`config.mk`:
```
export PLATFORM = sky130hd
export DESIGN_NAME = vga_line_scheduler
export DESIGN_NICKNAME = d
export VERILOG_FILES = /design/src/rtl/vga_line_scheduler_pkg.sv /design/src/rtl/vga_line_scheduler.sv
export SDC_FILE = /design/constraint.sdc
export NUM_CORES = 1
export LEC_CHECK = 0
export CAP_MARGIN = 20
export CORE_MARGIN = 8
export CORE_UTILIZATION = 53
export CTS_BUF_LIST = sky130_fd_sc_hd__clkbuf_16
export DETAILED_ROUTE_END_ITERATION = 12
export PLACE_DENSITY_LB_ADDON = 0.1
export SLEW_MARGIN = 20
export SYNTH_ARGS = -nofsm -noshare
export SYNTH_HDL_FRONTEND = slang
export SYNTH_SLANG_ARGS = --single-unit
export TNS_END_PERCENT = 20
```
`constraint.sdc`:
```
create_clock -name clk -period 4.7 [get_ports clk]
set_input_delay 0.94 -clock clk [delete_from_list [all_inputs] [get_ports clk]]
set_output_delay 0.94 -clock clk [all_outputs]
set_load 0.05 [all_outputs]
```
`src/rtl/vga_line_scheduler_pkg.sv`:
```
// Shared VGA timing constants and the line scheduler state encoding.
package tinygpu_vga_pkg;

  localparam int H_TOTAL  = 800;
  localparam int H_ACTIVE = 640;
  localparam int V_TOTAL  = 525;
  localparam int V_ACTIVE = 480;

  typedef enum logic [1:0] {
    ST_IDLE = 2'd0,
    ST_REQ  = 2'd1,
    ST_BUSY = 2'd2,
    ST_WAIT = 2'd3
  } sched_state_e;

endpackage

```
`src/rtl/vga_line_scheduler.sv`:
```
// Per-scanline render scheduler: one render job per visible line, ping-pong buffer select, underrun detection.
// Build option VGA_SCHED_STATS_EN: live saturating underrun counter, and dropped requests also flag underrun.
module vga_line_scheduler
  import tinygpu_vga_pkg::*;
#(
  parameter int H_TOTAL  = tinygpu_vga_pkg::H_TOTAL,
  parameter int V_TOTAL  = tinygpu_vga_pkg::V_TOTAL,
  parameter int V_ACTIVE = tinygpu_vga_pkg::V_ACTIVE,
  parameter int CNT_W    = 8
) (
  input  logic             clk,
  input  logic             rst_n,
  input  logic [9:0]       x,
  input  logic [9:0]       y,
  input  logic             enable,
  output logic             req_valid,
  input  logic             req_ready,
  output logic [9:0]       req_line,
  input  logic             done,
  output logic             rend_buf,
  output logic             disp_buf,
  output logic             frame_start,
  output logic             underrun,
  output logic [CNT_W-1:0] underrun_cnt
);

  localparam logic [9:0] X_LAST   = 10'(H_TOTAL - 1);
  localparam logic [9:0] Y_LAST   = 10'(V_TOTAL - 1);
  localparam logic [9:0] Y_ACTIVE = 10'(V_ACTIVE);

  sched_state_e state_q, state_d;
  logic [9:0]   req_line_q, req_line_d;
  logic [9:0]   pend_line_q, pend_line_d;
  logic         rend_buf_q, rend_buf_d;
  logic         frame_start_q, frame_start_d;
  logic         underrun_q, underrun_d;

  logic         line_evt;
  logic [9:0]   nl;
  logic [9:0]   r;

  always_comb begin
    line_evt = (x == X_LAST);
    nl       = (y == Y_LAST) ? 10'd0 : y + 10'd1;
    r        = (nl == Y_LAST) ? 10'd0 : nl + 10'd1;
  end

  always_ff @(posedge clk or negedge rst_n) begin
    if (!rst_n) begin
      state_q       <= ST_IDLE;
      req_line_q    <= '0;
      pend_line_q   <= '0;
      rend_buf_q    <= 1'b0;
      frame_start_q <= 1'b0;
      underrun_q    <= 1'b0;
    end else begin
      state_q       <= state_d;
      req_line_q    <= req_line_d;
      pend_line_q   <= pend_line_d;
      rend_buf_q    <= rend_buf_d;
      frame_start_q <= frame_start_d;
      underrun_q    <= underrun_d;
    end
  end

  // Handshake transitions land first; the line event then sees the updated state.
  always_comb begin
    state_d       = state_q;
    req_line_d    = req_line_q;
    pend_line_d   = pend_line_q;
    rend_buf_d    = rend_buf_q;
    frame_start_d = 1'b0;
    underrun_d    = 1'b0;

    case (state_q)
      ST_REQ:  if (req_ready) state_d = ST_BUSY;
      ST_BUSY: if (done)      state_d = ST_WAIT;
      default: ;
    endcase

    if (line_evt) begin
      frame_start_d = (nl == 10'd0);
      if (nl < Y_ACTIVE) begin
        if ((state_d == ST_WAIT) && (pend_line_q == nl)) begin
          rend_buf_d = ~rend_buf_q;
          state_d    = ST_IDLE;
        end else begin
          underrun_d = 1'b1;
        end
      end
      // A job still in flight keeps the renderer; the new line is dropped and will miss its swap.
      if ((r < Y_ACTIVE) && enable) begin
        if ((state_d == ST_IDLE) || (state_d == ST_WAIT)) begin
          req_line_d  = r;
          pend_line_d = r;
          state_d     = ST_REQ;
        end
`ifdef VGA_SCHED_STATS_EN
        else begin
          underrun_d = 1'b1;
        end
`endif
      end
    end
  end

  always_comb begin
    req_valid   = (state_q == ST_REQ);
    req_line    = req_line_q;
    rend_buf    = rend_buf_q;
    disp_buf    = ~rend_buf_q;
    frame_start = frame_start_q;
    underrun    = underrun_q;
  end

`ifdef VGA_SCHED_STATS_EN
  logic [CNT_W-1:0] cnt_q, cnt_d;

  always_comb begin
    cnt_d = cnt_q;
    if (underrun_d && (cnt_q != {CNT_W{1'b1}})) cnt_d = cnt_q + 1'b1;
  end

  always_ff @(posedge clk or negedge rst_n) begin
    if (!rst_n) cnt_q <= '0;
    else        cnt_q <= cnt_d;
  end

  assign underrun_cnt = cnt_q;
`else
  assign underrun_cnt = '0;
`endif

endmodule

```
==> Word-level counts from Yosys, hierarchy flattened <==
Cells that the tools add are included.
{ "classes": {"n_bitwise": 1, "magnitude_cmp": 2, "mux": 15, "n_reduce_logical": 7, "eq_ne": 8, "n_addsub": 2} }
{ "ops": {"columns": ["op", "n"], "rows": [
  ["$eq A10 B10 Y1 const B", 3],
  ["$add A10 B1 Y10 const B", 2],
  ["$lt A10 B9 Y1 const B", 2],
  ["$mux W10", 2],
  ["$mux W2", 8],
  ["$eq A10 B10 Y1", 1],
  ["$logic_not A10 Y1", 1],
  ["$eq A2 B2 Y1 const B", 3],
  ["$reduce_and A3 Y1", 2],
  ["$mux W1", 4],
  ["$pmux W2 S2", 1],
  ["$eq A2 B1 Y1 const B", 1],
  ["$logic_and A1 B1 Y1", 2],
  ["$logic_not A2 Y1", 1],
  ["$logic_or A1 B1 Y1", 1],
  ["$not A1 Y1", 1]
]} }
{ "totals": {"out_inout_bits": 23, "in_bits": 25, "ff_bits": 15, "word_cells": 40} }

==> Longest topological paths before layout <==
{ "logic_depth": {"depth_word": 12, "depth_mapped": 16, "mapped_depth_nobuf": 13} }

==> Worst setup path before layout <==
OpenSTA, ideal clock, no wires.
{ "synth_timing": {"path_type": "in2reg", "start": "in y[0]", "end": "reg pend_line_q[5]", "setup_slack_ns": 0.711, "required_time_ns": 4.575, "arrival_time_ns": 3.864, "path_stages": 15, "setup_time_ns": 0.125, "n_path_buf": 3, "path_cell_list": "buf_6 -> inv_1 -> ha_1 -> and4b_1 -> and3_1 -> clkbuf_1 -> nor3_1 -> a211o_1 -> nor4b_1 -> nor2_1 -> ha_1 -> inv_1 -> or3_1 -> buf_6 -> mux2_4"} }
{ "synth_via": {"elab_chain_len": 10, "word_cells_on_any_way": 18, "cone_classes": "add/sub: 2; order compare: 2; eq/ne: 4; mux: 5; reduce/logical: 5"} }
{ "synth_rtl": {"columns": ["element", "line", "text"], "rows": [
  ["from (decl)", "vga_line_scheduler.sv:14", "input logic [9:0] y,"],
  ["$add A10 B1 Y10 / $eq A10 B10 Y1 (equally long branches)", "vga_line_scheduler.sv:44", "nl = (y == Y_LAST) ? 10'd0 : y + 10'd1;"],
  ["$mux W10 *", "vga_line_scheduler.sv:44", null],
  ["branches (longest 8 deep; another with $add A10 B1 Y10)", null, null],
  ["to (signal assigned)", "vga_line_scheduler.sv:59", "pend_line_q <= pend_line_d;"],
  ["to (decl)", "vga_line_scheduler.sv:33", "logic [9:0] pend_line_q, pend_line_d;"]
]} }
Mark *: on every way between the ends. The select of a mux whose other input is x is not followed.
A chain may end at the register's enable or synchronous reset.

==> Worst setup path in the final report <==
{ "layout_timing": {"start": "in y[0]", "end": "reg pend_line_q[9]"} }
Same word-level chain as after synthesis.

==> summary by stage <==
Clock tree
The root cell of the clock tree is sky130_fd_sc_hd__clkbuf_16. The longest clock path from root to sink contains 2 buffers. The clock tree from TritonCTS is done. At the later pin of the worst-skew pair, clock insertion delay measures between 0.2 and 0.25 ns. The clock drives 15 sinks. In this run the number of H-tree levels came out at 1.

The CTS clock-pin slew for the worst setup and hold paths is 0.05 ns. Buffers inserted during clock tree synthesis total 3. Post-CTS timing repair inserted 0 buffers for setup.

Drt
The first-pass detailed-route iteration total is 4. The first routing iteration left 145 violations. Summed over all layers, the routed wires come to around 5100 µm.

Dividing the detail-routed wire length by the instance count gives 15.8 µm. For this run, design rule violations remaining after detail routing come to 0. In the routed layout, each cell is associated on average with a via count of 5.66.

Once detail routing completed, the nets flagged for antenna violations numbered 0. Summing over every cut layer, the via total after detailed routing is 1822.

Floorplanning
The die covers between 5000 and 6000 µm². The placeable core area is roughly 3300 µm². For this configuration, the core starts out at a cell density of 55.0%. The floorplan die width is 74.9 µm. The die height is between 70 and 80 µm. Pin placement for this block handled 48 I/O pins. The count of standard-cell rows is 21.

Worst setup path
The worst register-to-register path ends at pend_line_q[9]$_DFFE_PN0P_. The critical-path maximum fanout is 12. The worst setup path is launched from an input pin. The launch instance of the worst register-to-register path is state_q[0]$_DFF_PN0_. The data arrival time of the critical path is roughly 4.5 ns.

The kind of end point of the critical path is a flop. The required time at the worst-slack endpoint is approximately 4.8 ns. The path depth of the worst reg2reg path is 14. The setup check on the worst reg-to-reg path leaves a slack of roughly 1.3 ns. The setup path with the least slack is of type input pin to flop.

Placed design
In this run the tool buffered the top-level ports with 39 buffer cells. The final weighted congestion in routability-driven placement is about 0.94. The placed wire-length estimate after detailed placement is approximately 4100 µm. At the placement stage, the worst setup path has a slack of -0.0288 ns.

The post-placement cell area is roughly 2300 µm².

Hold path
The hold-critical path endpoint is rend_buf$_DFFE_PN0P_. The number of cells on the worst hold path is 1. The beginning of the worst hold path is rend_buf$_DFFE_PN0P_. The min-delay analysis places its worst path in the category flop to flop.

Yosys
The leading register cell type out of synthesis is sky130_fd_sc_hd__dfrtp_1. The number of enable flip-flop cells after synthesis is 0. The count of unique library cells instantiated by Yosys is between 60 and 70.

For this run, the number of Yosys warnings is 0. The proportion of synthesized chip area in sequential cells is approximately a fifth. The cell area after synthesis is about 1800 µm². The register bit count reported by yosys is 15.

The average size of a mapped cell is ~8 µm². Counting flops with an async set or reset pin after synthesis yields a share of 100%. The number of instances in the synthesized netlist is roughly 220.

STA
Setup violations remaining at the end of the flow were counted as 0. Setup repair after global routing left no endpoint under its margin. The minimum period implied by the final worst setup slack is 4.38 ns. The number of hold violations in the final report is 0. At the pin with the least slew margin, the transition time is between 0.6 and 0.7 ns. The total count of max-transition violations in the final report came to 0.

The setup skew after layout is ~0.0015 ns. The final setup slack of the worst path is 0.322 ns. Derived from the worst setup path, the maximum achievable clock frequency is about 230 MHz.

The final cycle utilization of the critical path is about 93%. The worst pin sits at a relative slew slack of a little over half.

Global routing
Global routing finished with a remaining overflow of 0. The number of antenna violations at the first check in global routing is 0. The global-route wire length before repair is approximately 8000 µm. Global routing used roughly a fifth of the available tracks.

Entering global routing, the biggest net connects 16 pins. The number of global-route vias before repair came to between 1500 and 2000.

Pwr
The static leakage is about 1.1 nW. The power per unit of standard cell area is 259 nW/µm². VDD sags by at most between 0.15 and 0.2 mV.

Final layout
Compared with the post-synthesis result, the final layout area differs by 32.4%. The antenna diode count is 0. In the final design database the tool counted 310 nets. After filler insertion, the fill cell instance count of the layout stands at around 270. The post-route netlist has around 15% of its cells at a drive strength greater than 1. The sequential cells in the finished layout cover a total of between 300 and 400 µm². The area of all placed cells without fillers is 2430 µm². In the final layout, the multi-input gates occupy between 1000 and 1500 µm².

Status
The run finished with clean final reports.

Flow run
The tool flagged a number of max-cap violations equal to 0.
placed cells by master, fill, tap and decap left out, drive strengths merged, types with 3 or more instances in the layout:
cell            n
nand2b          8
nand2          16
buf            23
nor4b           5
o32ai           4
and3            6
or2             3
or3             4
a31oi           3
clkbuf          3
mux2i           3
xor2            7
nor2           10
conb            8
o21ai          10
ha              8
nand4           5
nand3           6
nor2b           3
inv            14
a211oi          4
clkdlybuf4s50  39
and2            4
o31ai           6
xnor2          14
dfrtp          15
mux2            3
a21oi           6
nor3            8
sequential cells by signal, indices dropped and copies added, names as in the netlist:
name / count
pend_line_q: 10
frame_start: 1
state_q: 2
underrun: 1
rend_buf: 1
final cells by class:
cell class | instances | share of cell area [%]
Multi-Input combinational cell | 181 | 53.6
Timing Repair Buffer | 62 | 23.2
Sequential cell | 15 | 15.4
Clock buffer | 3 | 3.09
Tap cell | 46 | 2.37
Inverter | 14 | 2.16
Clock inverter | 1 | 0.154
critical path: stages:
cell                              delay [ns]
sky130_fd_sc_hd__clkdlybuf4s50_1        0.43
sky130_fd_sc_hd__buf_4                  0.20
sky130_fd_sc_hd__inv_1                  0.09
sky130_fd_sc_hd__ha_1                   0.15
sky130_fd_sc_hd__and4b_1                0.23
sky130_fd_sc_hd__and3_1                 0.33
sky130_fd_sc_hd__or2_2                  0.18
sky130_fd_sc_hd__ha_1                   0.18
sky130_fd_sc_hd__o2111ai_1              0.16
sky130_fd_sc_hd__or3_1                  0.48
sky130_fd_sc_hd__nand3_2                0.15
sky130_fd_sc_hd__o211ai_4               0.13
sky130_fd_sc_hd__or3_1                  0.50
sky130_fd_sc_hd__buf_4                  0.21
sky130_fd_sc_hd__and2_1                 0.15
cells in the mapped netlist (4+ instances only):
| library cell | count | share of area, % |
|---|---|---|
| sky130_fd_sc_hd__a211oi_1 | 4 | 1.6 |
| sky130_fd_sc_hd__a21oi_1 | 6 | 1.6 |
| sky130_fd_sc_hd__and2_1 | 4 | 1.4 |
| sky130_fd_sc_hd__and3_1 | 6 | 2.0 |
| sky130_fd_sc_hd__buf_4 | 11 | 4.5 |
| sky130_fd_sc_hd__dfrtp_1 | 15 | 20 |
| sky130_fd_sc_hd__ha_1 | 8 | 5.5 |
| sky130_fd_sc_hd__inv_1 | 13 | 2.7 |
| sky130_fd_sc_hd__nand2_1 | 15 | 3.1 |
| sky130_fd_sc_hd__nand2b_1 | 8 | 2.7 |
| sky130_fd_sc_hd__nand3_1 | 5 | 1.4 |
| sky130_fd_sc_hd__nand4_1 | 4 | 1.4 |
| sky130_fd_sc_hd__nor2_1 | 10 | 2.0 |
| sky130_fd_sc_hd__nor3_1 | 8 | 2.2 |
| sky130_fd_sc_hd__nor4b_1 | 4 | 1.9 |
| sky130_fd_sc_hd__o21ai_0 | 9 | 2.5 |
| sky130_fd_sc_hd__o31ai_1 | 6 | 2.5 |
| sky130_fd_sc_hd__o32ai_1 | 4 | 1.9 |
| sky130_fd_sc_hd__or3_1 | 4 | 1.4 |
| sky130_fd_sc_hd__xnor2_1 | 13 | 6.2 |
| sky130_fd_sc_hd__xor2_1 | 7 | 3.3 |
metal layers:
layer / track usage, % / wire length (µm) / vias up
li1: - / - / 906
met1: 21.6 / 2120 / 823
met2: 32.7 / 2460 / 80
met3: 2.40 / 388 / 13
met4: 9.35 / 131 / 0
met5: 0 / 0 / -
report_power, final:
group / internal [W] / total [W] / switching, W / leakage, nW
Combinational: 0.000135 / 0.000322 / 0.000186 / 0.820
Clock: 0.000112 / 0.000160 / 0.0000480 / 0.0423
Sequential: 0.000139 / 0.000147 / 0.00000763 / 0.196
Total: 0.000387 / 0.000629 / 0.000242 / 1.06
worst max path at each step:
stage / to / startpoint / slack (ns)
global route: pend_line_q[2]$_DFFE_PN0P_ / y[0] / 0.05
detailed placement: pend_line_q[9]$_DFFE_PN0P_ / y[0] / -0.03
floorplan: pend_line_q[5]$_DFFE_PN0P_ / y[0] / 0.71
CTS: pend_line_q[4]$_DFFE_PN0P_ / y[0] / 0.20
finish: pend_line_q[9]$_DFFE_PN0P_ / y[0] / 0.32
global placement: pend_line_q[9]$_DFFE_PN0P_ / y[0] / -0.02
per-stage QoR:
step           hold slack, ns  TNS (ns)  util (%)  total power (W)  std cells
2_1_floorplan           0.644         0         -         0.000353        230
3_3_place_gp            0.482   -0.0164      70.1         0.000453        318
3_5_place_dp            0.487    -0.110      70.1         0.000457        318
4_1_cts                 0.493         0      72.4         0.000625        322
5_1_grt                 0.522         0      72.9         0.000670        322
6_report                0.492         0      72.9         0.000629        322
cell families after synthesis:
logic type / after synthesis / synth area share [%]
adder cells (fa/ha/maj): 9 / 6.00
buffers and inverters: 34 / 10.7
XOR/XNOR: 21 / 10.4
flip-flops: 15 / 20.4
other: 1 / 0.204
AO/OA/AOI/OAI: 51 / 20.6
AND/OR/NAND/NOR: 86 / 27.5
multiplexers: 6 / 4.09
repair_timing:
item | in CTS | in global routing
hold buffers | 0 | 0
resized for setup | 0 | 3
endpoints found under the setup margin | 0 | 9
No activity file was read; power rests on OpenSTA's default activity.
